File: src/rtl/mat2x2_result_serializer_pkg.sv
// Shared definitions for the 2x2 matrix result serializer.
// Holds the default element width, the element count, FSM state encodings
// and the slice positions of each matrix element inside the packed word.
// Optional feature macro used by the top: MAT_SER_TRANSPOSE_EN.
package mat2x2_result_serializer_pkg;

    localparam int ELEM_W_DEF = 8;
    localparam int NUM_ELEM   = 4;

    // Beat index of the final element of a matrix
    localparam logic [1:0] IDX_LAST = 2'(NUM_ELEM - 1);

    // Slice positions inside {m11,m12,m21,m22}: element at position p
    // occupies word[p*ELEM_W +: ELEM_W], so m11 sits in the top slice.
    localparam int POS_M11 = 3;
    localparam int POS_M12 = 2;
    localparam int POS_M21 = 1;
    localparam int POS_M22 = 0;

    typedef enum logic {
        ST_IDLE = 1'b0,
        ST_SEND = 1'b1
    } state_t;

endpackage

File: src/rtl/mat2x2_result_serializer.sv
// 2x2 matrix result serializer.
// Captures one packed word {m11,m12,m21,m22} and streams its four elements
// over a valid/ready byte interface, one element per accepted beat, with
// beat index and last flag. A new word can be taken in the same cycle the
// last beat of the current one is accepted, giving bubble-free streaming.
// Optional feature macro: MAT_SER_TRANSPOSE_EN -- when defined, elements
// are emitted column-major (m11,m21,m12,m22); otherwise row-major.
module mat2x2_result_serializer
    import mat2x2_result_serializer_pkg::*;
#(
    parameter int ELEM_W = ELEM_W_DEF
) (
    input  logic                         clk,
    input  logic                         rst,
    input  logic [NUM_ELEM*ELEM_W-1:0]   in_data,
    input  logic                         in_valid,
    output logic                         in_ready,
    output logic [ELEM_W-1:0]            out_data,
    output logic [1:0]                   out_idx,
    output logic                         out_valid,
    input  logic                         out_ready,
    output logic                         out_last,
    output logic                         busy
);

    state_t                       state;
    logic [1:0]                   idx;
    logic [NUM_ELEM*ELEM_W-1:0]   held;
    logic                         vld;
    logic                         accept;
    logic                         last_beat;
    logic [ELEM_W-1:0]            elem;

    assign accept    = vld & out_ready;
    assign last_beat = vld & (idx == IDX_LAST);

    // A word can enter when idle, or when the final beat leaves this cycle
    assign in_ready  = (state == ST_IDLE) | (accept & last_beat);

    assign out_idx   = idx;
    assign out_valid = vld;
    assign out_last  = last_beat;
    assign busy      = (state == ST_SEND);

    // Element select: map beat index to a slice of the held word
    always_comb begin
        elem = '0;
        case (idx)
`ifdef MAT_SER_TRANSPOSE_EN
            2'd0:    elem = held[POS_M11*ELEM_W +: ELEM_W];
            2'd1:    elem = held[POS_M21*ELEM_W +: ELEM_W];
            2'd2:    elem = held[POS_M12*ELEM_W +: ELEM_W];
            default: elem = held[POS_M22*ELEM_W +: ELEM_W];
`else
            2'd0:    elem = held[POS_M11*ELEM_W +: ELEM_W];
            2'd1:    elem = held[POS_M12*ELEM_W +: ELEM_W];
            2'd2:    elem = held[POS_M21*ELEM_W +: ELEM_W];
            default: elem = held[POS_M22*ELEM_W +: ELEM_W];
`endif
        endcase
    end

    // Present zero on the data bus whenever no element is being offered
    assign out_data = vld ? elem : '0;

    // Control FSM: capture word, step beat index on accept, chain next word
    always_ff @(posedge clk or posedge rst) begin
        if (rst) begin
            state <= ST_IDLE;
            idx   <= '0;
            held  <= '0;
            vld   <= 1'b0;
        end else begin
            case (state)
                ST_IDLE: begin
                    if (in_valid) begin
                        held  <= in_data;
                        idx   <= '0;
                        vld   <= 1'b1;
                        state <= ST_SEND;
                    end
                end
                ST_SEND: begin
                    if (accept) begin
                        if (idx == IDX_LAST) begin
                            idx <= '0;
                            if (in_valid) begin
                                // Back-to-back word: stay in SEND, restart at beat 0
                                held <= in_data;
                            end else begin
                                vld   <= 1'b0;
                                state <= ST_IDLE;
                            end
                        end else begin
                            idx <= idx + 2'd1;
                        end
                    end
                end
            endcase
        end
    end

endmodule

File: config.mk
export PLATFORM = sky130hd
export DESIGN_NAME = mat2x2_result_serializer
export DESIGN_NICKNAME = d
export VERILOG_FILES = /design/src/rtl/mat2x2_result_serializer_pkg.sv /design/src/rtl/mat2x2_result_serializer.sv
export SDC_FILE = /design/constraint.sdc
export NUM_CORES = 1
export LEC_CHECK = 0
export CAP_MARGIN = 10
export CORE_MARGIN = 10
export CORE_UTILIZATION = 60
export DETAILED_ROUTE_END_ITERATION = 6
export DONT_BUFFER_PORTS = 1
export PLACE_DENSITY_LB_ADDON = 0.12
export SKIP_CTS_REPAIR_TIMING = 1
export SYNTH_ARGS = -nofsm -noshare
export SYNTH_HDL_FRONTEND = slang
export SYNTH_SLANG_ARGS = --single-unit
File: constraint.sdc
create_clock -name clk -period 4 [get_ports clk]
set_input_delay 0.2 -clock clk [delete_from_list [all_inputs] [get_ports clk]]
set_output_delay 0.2 -clock clk [all_outputs]
set_load 0.02 [all_outputs]
[Yosys cells after proc, flatten, opt, wreduce, memory -nomap -nowiden]
Index checks and enable logic that the tools add are counted.
Cells by class
  reduce and logical (&&, ||, !) cells: 4
  equality and inequality tests: 7
  mux-type cells: 19
  bitwise gates (word level): 5
  $add $sub $neg: 1
Operators by type and width (number)
  32-bit 2-to-1 mux: 3
  32-bit case mux with 2 select lines: 1
  8-bit case mux with 3 select lines: 1
  8-bit 2-to-1 mux: 1
  1-bit 2-to-1 mux: 7
  2-bit 2-to-1 mux: 3
  2-bit equality test (second input constant): 2
  2-bit by 1-bit != test with 1-bit output (second input constant): 2
  2-bit != test (second input constant): 2
  1-bit case mux with 2 select lines: 2
  2-bit case mux with 2 select lines: 1
  2-bit AND reduction: 2
  4-bit AND reduction: 1
  1-bit AND: 3
  2-bit by 1-bit adder with 2-bit output (second input constant): 1
  2-bit by 1-bit equality test with 1-bit output (second input constant): 1
  2-bit zero test: 1
  1-bit inverter: 1
  1-bit bitwise OR: 1
Storage, ports and cells
  word-level logic and storage cells: 40
  register bits after elaboration: 36
  output and inout port bits: 14

[Depth between registers and ports, before layout]
Gate-level depths: netlist of run 1.
  depth after elaboration: 4
  depth in mapped cells: 5

[Worst setup path after synthesis of run 1]
OpenSTA, ideal clock, no wires.
  path kind: reg2out
  start point: reg idx[0] (netlist: out_idx[0])
  end point: out out_data[5]
  arrival: 1.598 ns
  stages on the path, launching flop included: 6
  path slack: 2.202 ns
  path buffers: 1
  cell sequence: dfrtp_1 -> ha_1 -> inv_1 -> clkbuf_1 -> o21ai_0 -> a21oi_1
On the way
  word-level cells in the longest chain between the ends: 3
RTL lines
  start: declaration: RTL line mat2x2_result_serializer.sv:27  | logic [1:0] idx;
  start signal: assignment: RTL line mat2x2_result_serializer.sv:95  | idx <= idx + 2'd1;
  2-bit equality test (tied with other cells): RTL line mat2x2_result_serializer.sv:48  | case (idx)
  8-bit case mux with 3 select lines (*): RTL line mat2x2_result_serializer.sv:48
  8-bit 2-to-1 mux (*): RTL line mat2x2_result_serializer.sv:64  | assign out_data = vld ? elem : '0;
  end: declaration: RTL line mat2x2_result_serializer.sv:18  | output logic [ELEM_W-1:0] out_data,
Mark *: on every way between the ends. The rest lies on a longest branch, timed or not.

[Worst setup path in the final report of run 1]
  start point: reg idx[0] (netlist: out_idx[0])
  end point: reg held[11]
On the way
  word-level cells in the longest chain between the ends: 3
RTL lines
  2-bit equality test: RTL line mat2x2_result_serializer.sv:85  | if (idx == IDX_LAST) begin
  2-bit by 1-bit != test with 1-bit output (no source line)
  2-bit AND reduction (no source line)
  end signal: assignment: RTL line mat2x2_result_serializer.sv:77  | held <= in_data;
  end signal: assignment: RTL line mat2x2_result_serializer.sv:89  | held <= in_data;
  end: declaration: RTL line mat2x2_result_serializer.sv:28  | logic [NUM_ELEM*ELEM_W-1:0] held;
Every way passes these cells.
A chain may end at the register's enable or synchronous reset.

==> flow_summary.json, run 1 <==
{
  "worst_pin_slew_ns": 0.984,
  "first_global_vias": 1111,
  "hold_viol_final": 0,
  "synth-async-reset-ratio": 1.00,
  "crit_chain": "ha_1 -> nand3_2 -> a21oi_4 -> mux2_2",
  "syn_inst": 123,
  "final_common_cell": "dfrtp_1",
  "setup_tns_ns": 0,
  "hold_slack_ns": 0.00728,
  "grt_max_degree": 37,
  "htree_num_levels": 2,
  "slew-limit-headroom": 0.343,
  "gr-total-overflow": 0,
  "skew_ns": 0.0129,
  "first_pass_iters": 4,
  "startpoint_type": "flip-flop",
  "antenna_left": 0,
  "drive_above_1_share": 0.262,
  "finish.utilization": 0.729,
  "numCtsBuffers": 5,
  "slew_violations": 0,
  "grt_pass1_wl_mm": 5.30,
  "timing.final.crit_period_ns": 2.35,
  "antenna_found_initial": 0,
  "drt_iter0_markers": 76,
  "ys_warn_count": 0,
  "critPathKind": "flip-flop to flip-flop",
  "clk_path_buf_depth": 2,
  "final_cell_mix": "dfrtp_1 (36), mux2_2 (28), dlygate4sd3_1 (17)",
  "root_buffer": "clkbuf_4",
  "synth_top_area_frac": 0.552,
  "setup_viol_count_final": 0,
  "end_kind": "flip-flop",
  "crit_family": "compound AO/OA/AOI/OAI gates",
  "die_area_sq_um": 5210,
  "start_util": 0.642,
  "die_h_um": 72.2,
  "cts_tree": "built",
  "period_share": 0.588,
  "clk_pin_slew_ns": 0.11,
  "netlist_top_cells_area": "dfrtp_1 (55%), mux2_2 (19%), a222oi_1 (4.9%)",
  "syn_avg_cell_area_sq_um": 13.3,
  "grt_usage": 0.131,
  "netlist_area_sq_um": 1630,
  "die_x_um": 72.2,
  "drv_cap": 0,
  "status": "finished, final reports clean",
  "rows": 18,
  "fmax_mhz": 425,
  "wl_per_cell_um": 20.2,
  "num_antenna_cells": 0,
  "syn_to_final_growth_pct": 13.6,
  "pin_count": 50,
  "power_leakage_nw": 0.788,
  "critPathBufInv": 0,
  "rsz0062_at_grt": "no",
  "viasPerCell": 6.18,
  "crit_slowest_cell": "a21oi_4",
  "hold_path_class": "primary input to flip-flop",
  "cp.arrival_ns": 2.57,
  "cts_sinks": 36,
  "critPathRequiredTime_ns": 4.21,
  "vdd_drop_max_v": 0.000478,
  "vias": 1056,
  "yosysUniqueCellTypes": 21,
  "power.density_nw_per_um2": 760,
  "nNetsFinal": 180,
  "wl_mm": 3.46,
  "synthFlopType": "dfrtp_1",
  "ys_seq_area_frac": 0.552,
  "route.detailed.drc": 0,
  "slowest_delay_ns": 0.82,
  "core_sq_um": 2540,
  "dp_hpwl_mm": 2.53,
  "io_buffers": 0,
  "clock_latency_ns": 0.33,
  "synth_edf_count": 0,
  "ys_seq_elements": 36,
  "synth_nets": 163,
  "path_max_fanout": 32,
  "finalWeightedCongestion": 0.748,
  "synth_top_cell_by_area": "dfrtp_1"
}
[kinds of logic (layout without fill, tap and decap cells)]
family          Yosys count  count (layout)  synth area share
fa+ha+maj                 4               4            0.0307
flops                    36              36             0.552
simple gates              8               8            0.0276
mux                      32              32             0.221
buf+inv                  14              32            0.0460
compound gates           29              29             0.123
[layer usage]
layer  global-route usage  vias up  wire [um]
met4               0.0559        0         62
met2                0.225       40       1760
met1                0.128      519       1300
li1                     -      490          -
met3               0.0707        7        341
met5                    0        -          0
[through the flow]
| step | area, sq um | instances | total power (W) | setup slack [ns] |
|---|---|---|---|---|
| final | 1850 | 171 | 0.00141 | 1.65 |
| after global routing | 1850 | 171 | 0.00152 | 1.50 |
| after CTS | 1680 | 154 | 0.00141 | 1.63 |
| after detailed placement | 1630 | 146 | 0.00121 | 1.66 |
| after global placement | 1630 | 146 | 0.00119 | 1.77 |
| after floorplan | 1630 | 123 | 0.00110 | 2.20 |
[state kept, by name (all words and copies together) (netlist names)]
| signal | cells |
|---|---|
| held | 32 |
| out_idx | 2 |
| busy | 1 |
| out_valid | 1 |
[final cells by class]
class | count | area (sq um)
Fill cell | 172 | 691
Sequential cell | 36 | 901
Inverter | 6 | 22.5
Clock buffer | 8 | 58.8
Tap cell | 30 | 37.5
Multi-Input combinational cell | 73 | 657
Timing Repair Buffer | 18 | 178
[path summary, 6_finish.rpt]
| check | startpoint | end | slack (ns) | depth (start not counted) |
|---|---|---|---|---|
| setup reg to reg | out_idx[0]$_DFFE_PP0P_ | held[11]$_DFFE_PP0P_ | 1.65 | 4 |
| hold reg to reg | held[0]$_DFFE_PP0P_ | held[0]$_DFFE_PP0P_ | 0.49 | 1 |
| hold / removal | in_data[0] | held[0]$_DFFE_PP0P_ | 0.007 | 1 |
| min in group asynchronous | rst | held[20]$_DFFE_PP0P_ | 0.40 | 3 |
| setup / recovery | out_idx[0]$_DFFE_PP0P_ | held[11]$_DFFE_PP0P_ | 1.65 | 4 |
| max in group asynchronous | rst | held[29]$_DFFE_PP0P_ | 3.28 | 3 |
[synth_stat cells (all sizes together), types with 2 or more instances]
master and instances:
ha 4, o21ai 10, a222oi 8, a21oi 9, nand3 2, buf 4, inv 6, clkbuf 4
nand2 2, dfrtp 36, mux2 32
[where the power goes]
| part | leakage (nW) | switching (W) | total [W] | internal [W] |
|---|---|---|---|---|
| clock network | 0.0326 | 0.000114 | 0.000201 | 0.0000868 |
| registers | 0.433 | 0.000135 | 0.000674 | 0.000540 |
| logic | 0.322 | 0.000289 | 0.000535 | 0.000246 |
| total | 0.788 | 0.000537 | 0.00141 | 0.000872 |
[worst register-to-register path, delay by kind of cell (launching register included)]
kind	cells	cell delay [ns]
simple gates	1	0.14
flops	1	0.55
mux	1	0.42
fa+ha+maj	1	0.31
compound gates	1	0.82
(Power assumes the default switching activity.)
==> inputs of run 2 (changes only) <==
--- a/config.mk
+++ b/config.mk
@@ -7,7 +7,7 @@
 export LEC_CHECK = 0
 export CAP_MARGIN = 10
 export CORE_MARGIN = 10
-export CORE_UTILIZATION = 60
+export CORE_UTILIZATION = 55
 export DETAILED_ROUTE_END_ITERATION = 6
 export DONT_BUFFER_PORTS = 1
 export PLACE_DENSITY_LB_ADDON = 0.12
==> constraint.sdc (replaced) <==
create_clock -name clk -period 2 [get_ports clk]
set_input_delay 0.1 -clock clk [delete_from_list [all_inputs] [get_ports clk]]
set_output_delay 0.1 -clock clk [all_outputs]
set_load 0.02 [all_outputs]
==> flow_summary.json, run 2 (synthesized netlist as in run 1, its figures left out) <==
{
  "finalInstanceArea_sq_um": 2160,
  "clk_pin_slew_ns": 0.10,
  "dp_hpwl_mm": 2.65,
  "slowest_delay_ns": 0.44,
  "drt_iter0_markers": 100,
  "slew-limit-headroom": 0.703,
  "largest_reg_flops": 32,
  "numCtsBuffers": 5,
  "period_share": 0.965,
  "start_util": 0.582,
  "setup_viol_count_final": 0,
  "final_common_cell": "dfrtp_1",
  "grt_usage": 0.130,
  "core_sq_um": 2810,
  "placedCellCount": 160,
  "final_cell_mix": "dfrtp_1 (36), dlygate4sd3_1 (35), mux2_2 (28)",
  "antenna_found_initial": 0,
  "die_x_um": 74.5,
  "finish.utilization": 0.771,
  "cts_sinks": 36,
  "hold_viol_final": 0,
  "path_max_fanout": 8,
  "hold_path_class": "primary input to flip-flop",
  "worstHoldStart": "in_valid",
  "first_pass_iters": 4,
  "route.detailed.drc": 0,
  "grt_pass1_wl_mm": 5.41,
  "slew_violations": 0,
  "wl_per_cell_um": 19.2,
  "crit_slowest_cell": "dfrtp_1",
  "end_kind": "output pin",
  "nNetsFinal": 213,
  "crit_start": "out_idx[0]$_DFFE_PP0P_",
  "rows": 19,
  "io_buffers": 0,
  "seqCellArea_sq_um": 901,
  "place_area_sq_um": 1720,
  "antenna_left": 0,
  "wl_mm": 3.95,
  "drive_above_1_share": 0.339,
  "drv_cap": 0,
  "skew_ns": 0.00449,
  "finalWeightedCongestion": 0.830,
  "crit_chain": "inv_1 -> ha_2 -> a222oi_1 -> a21oi_1 -> buf_4",
  "startpoint_type": "flip-flop",
  "status": "finished, final reports clean",
  "cts_tree": "built",
  "critPathKind": "flip-flop to output pin",
  "multi_input_area_sq_um": 667,
  "num_antenna_cells": 0,
  "vias": 1192,
  "die_area_sq_um": 5550,
  "cp.arrival_ns": 1.83,
  "pin_count": 50,
  "rsz0062_at_grt": "yes",
  "die_h_um": 74.5,
  "syn_to_final_growth_pct": 32.4,
  "power.density_nw_per_um2": 1440,
  "grt_max_degree": 37,
  "worst_pin_slew_ns": 0.445,
  "htree_num_levels": 2,
  "first_global_vias": 1134,
  "nFillCells": 186,
  "fmax_mhz": 518,
  "power_leakage_nw": 0.935,
  "critPathRequiredTime_ns": 1.90,
  "vdd_drop_max_v": 0.000825,
  "root_buffer": "clkbuf_4",
  "rr_startpoint": "out_idx[0]$_DFFE_PP0P_",
  "layout.cells.non_filler": 205,
  "clock_latency_ns": 0.33,
  "timing.final.crit_period_ns": 1.93,
  "gr-total-overflow": 0,
  "top_register": "held",
  "viasPerCell": 5.81,
  "setup_tns_ns": 0,
  "clk_path_buf_depth": 2
}
run 2: cell type report:
type,count,area share
Clock inverter,2,0.00463
Inverter,6,0.0122
Multi-Input combinational cell,73,0.308
Sequential cell,36,0.417
Clock buffer,6,0.0237
Timing Repair Buffer,51,0.216
Tap cell,31,0.0179
run 2: worst paths after layout:
| kind | end | slack [ns] | cells past startpoint |
|---|---|---|---|
| max in group asynchronous | held[8]$_DFFE_PP0P_ | 1.38 | 3 |
| max | out_data[4] | 0.07 | 5 |
| max reg2reg | held[8]$_DFFE_PP0P_ | 0.25 | 5 |
| min reg2reg | held[7]$_DFFE_PP0P_ | 0.51 | 1 |
| min in group asynchronous | held[10]$_DFFE_PP0P_ | 0.30 | 3 |
| min | out_valid$_DFFE_PP0P_ | 0.03 | 3 |
run 2: power breakdown:
part | total (W) | internal (W) | switching [W]
Sequential | 0.00130 | 0.00108 | 0.000216
Combinational | 0.00142 | 0.000715 | 0.000706
Clock | 0.000400 | 0.000167 | 0.000232
Total | 0.00312 | 0.00196 | 0.00115
run 2: critical path, delay by kind of cell (launching register included):
kind | cells | cell delay [ns]
flip-flops | 1 | 0.44
adder cells (fa/ha/maj) | 1 | 0.25
AO/OA/AOI/OAI | 2 | 0.54
buffers and inverters | 2 | 0.27
run 2: layer usage:
metal  wire, um  part of all wire  vias to the layer above  track usage
li1           -                 -                      550            -
met1       1520              0.38                      583        0.138
met2       2080              0.53                       53        0.220
met3        314             0.080                        6       0.0598
met4         38            0.0096                        0       0.0567
met5          0                 0                        -            0
run 2: stage by stage:
step / power (W) / hold slack [ns] / setup WS, ns
after floorplan: 0.00220 / 0.235 / 0.302
after global placement: 0.00260 / 0.112 / 0.318
after detailed placement: 0.00264 / 0.115 / 0.276
after CTS: 0.00303 / -0.250 / -0.0170
after global routing: 0.00334 / 0.0717 / -0.0342
final: 0.00312 / 0.0338 / 0.0701
==> inputs of run 3 (changes only) <==
--- a/config.mk
+++ b/config.mk
@@ -10,8 +10,9 @@
 export CORE_UTILIZATION = 55
 export DETAILED_ROUTE_END_ITERATION = 6
 export DONT_BUFFER_PORTS = 1
-export PLACE_DENSITY_LB_ADDON = 0.12
+export PLACE_DENSITY = 0.73
 export SKIP_CTS_REPAIR_TIMING = 1
+export SLEW_MARGIN = 20
 export SYNTH_ARGS = -nofsm -noshare
 export SYNTH_HDL_FRONTEND = slang
 export SYNTH_SLANG_ARGS = --single-unit
==> flow_summary.json, run 3 (synthesized netlist as in run 1, its figures left out) <==
{
  "skew_ns": 0.00752,
  "comb_power_share": 0.463,
  "io_buffers": 0,
  "drv_cap": 0,
  "cts_tree": "built",
  "power.density_nw_per_um2": 1500,
  "status": "finished, final reports clean",
  "top_register": "held",
  "die_area_sq_um": 5550,
  "cp.arrival_ns": 1.83,
  "first_global_vias": 1103,
  "pwr-share-clk": 0.148,
  "first_pass_iters": 4,
  "top_layer": "met4",
  "cts_sinks": 36,
  "clk_path_buf_depth": 2,
  "end_kind": "output pin",
  "met3_length_um": 295,
  "worst_pin_slew_ns": 0.446,
  "rows": 19,
  "slew-limit-headroom": 0.703,
  "nFillCells": 183,
  "power_leakage_nw": 0.940,
  "htree_num_levels": 2,
  "syn_to_final_growth_pct": 36.2,
  "final_common_cell": "dlygate4sd3_1",
  "dp_slack_ns": 0.277,
  "numCtsBuffers": 5,
  "core_sq_um": 2810,
  "drive_above_1_share": 0.356,
  "place_area_sq_um": 1730,
  "gr-total-overflow": 0,
  "grt_pass1_wl_mm": 5.60,
  "crit_start": "out_idx[0]$_DFFE_PP0P_",
  "startpoint_type": "flip-flop",
  "critPathRequiredTime_ns": 1.90,
  "met2_length_mm": 2.00,
  "num_antenna_cells": 0,
  "wl_mm": 4.00,
  "period_share": 0.967,
  "pin_count": 50,
  "path_max_fanout": 8,
  "largest_reg_flops": 32,
  "root_buffer": "clkbuf_4",
  "antenna_left": 0,
  "viasPerCell": 5.80,
  "vias": 1190,
  "final_cell_mix": "dlygate4sd3_1 (35), dfrtp_1 (34), mux2_2 (28)",
  "r2r_cells": 5,
  "clk_pin_slew_ns": 0.10,
  "drt_iter0_markers": 101,
  "switchingPower_w": 0.00123,
  "antenna_found_initial": 0,
  "wl_per_cell_um": 19.5,
  "timing.final.crit_period_ns": 1.93,
  "hold_path_class": "primary input to flip-flop",
  "grt_usage": 0.135,
  "vdd_drop_max_v": 0.000874,
  "seq_power_share": 0.389,
  "setup_tns_ns": 0,
  "fmax_mhz": 517,
  "swShare": 0.367,
  "die_x_um": 74.5,
  "rr_startpoint": "out_idx[0]$_DFFE_PP0P_",
  "worst_slack_ns": 0.0663,
  "grt_max_degree": 37,
  "layout.cells.non_filler": 205,
  "setup_viol_count_final": 0,
  "finalInstanceArea_sq_um": 2220,
  "critPathKind": "flip-flop to output pin",
  "p_int_w": 0.00211,
  "slew_violations": 0,
  "die_h_um": 74.5,
  "met1Wirelength_mm": 1.68,
  "timing.rr.end": "held[31]$_DFFE_PP0P_",
  "hold_viol_final": 0,
  "placedCellCount": 159,
  "route.detailed.drc": 0,
  "finish.utilization": 0.793,
  "start_util": 0.582,
  "r2r_setup_slack_ns": 0.23,
  "finalWeightedCongestion": 0.707,
  "dp_hpwl_mm": 2.80,
  "clock_latency_ns": 0.32,
  "cp-endpoint": "out_data[6]",
  "nNetsFinal": 213
}
## run 3: layer usage
metal | vias to the layer above | global-route usage
met2 | 37 | 0.213
li1 | 558 | -
met4 | 0 | 0.0378
met3 | 4 | 0.0798
met1 | 591 | 0.152
met5 | - | 0
## run 3: layout make-up
type                            instances  area, sq um  share of cell area
Sequential cell                        36          903               0.406
Multi-Input combinational cell         73          697               0.313
Timing Repair Buffer                   50          475               0.214
Clock buffer                            6         41.3              0.0186
Tap cell                               31         38.8              0.0174
Clock inverter                          2         35.0              0.0157
Inverter                                6         26.3              0.0118
Timing Repair inverter                  1         7.51             0.00337
## run 3: metrics by stage
stage               hold slack, ns  total power, W
detailed placement           0.122         0.00268
finish                      0.0480         0.00334
global route                0.0160         0.00356
floorplan                    0.235         0.00220
global placement             0.109         0.00259
CTS                         -0.240         0.00316
## run 3: worst min-delay path by stage
stage / startpoint / end / slack (ns) / cells after the start
final: in_valid / out_valid$_DFFE_PP0P_ / 0.05 / 3
after global routing: in_valid / out_valid$_DFFE_PP0P_ / 0.02 / 3
after CTS: rst / held[7]$_DFFE_PP0P_ / -0.24 / 2
after detailed placement: rst / held[5]$_DFFE_PP0P_ / 0.12 / 2
after global placement: rst / held[5]$_DFFE_PP0P_ / 0.11 / 2
after floorplan: in_data[0] / held[0]$_DFFE_PP0P_ / 0.23 / 1
## run 3: power groups by stage
stage | logic, W | registers (W) | clock network [W]
2_1_floorplan | 0.000926 | 0.00128 | 0
4_1_cts | 0.00138 | 0.00129 | 0.000499
6_report | 0.00154 | 0.00130 | 0.000494
5_1_grt | 0.00167 | 0.00136 | 0.000533
3_5_place_dp | 0.00138 | 0.00130 | 0
3_3_place_gp | 0.00131 | 0.00128 | 0
## run 3: worst max-delay path, stage by stage, from the launching register on
cell and delay, ns:
dfrtp_2 0.44, inv_2 0.09, ha_4 0.20, a222oi_1 0.45
a21oi_1 0.15, buf_4 0.18
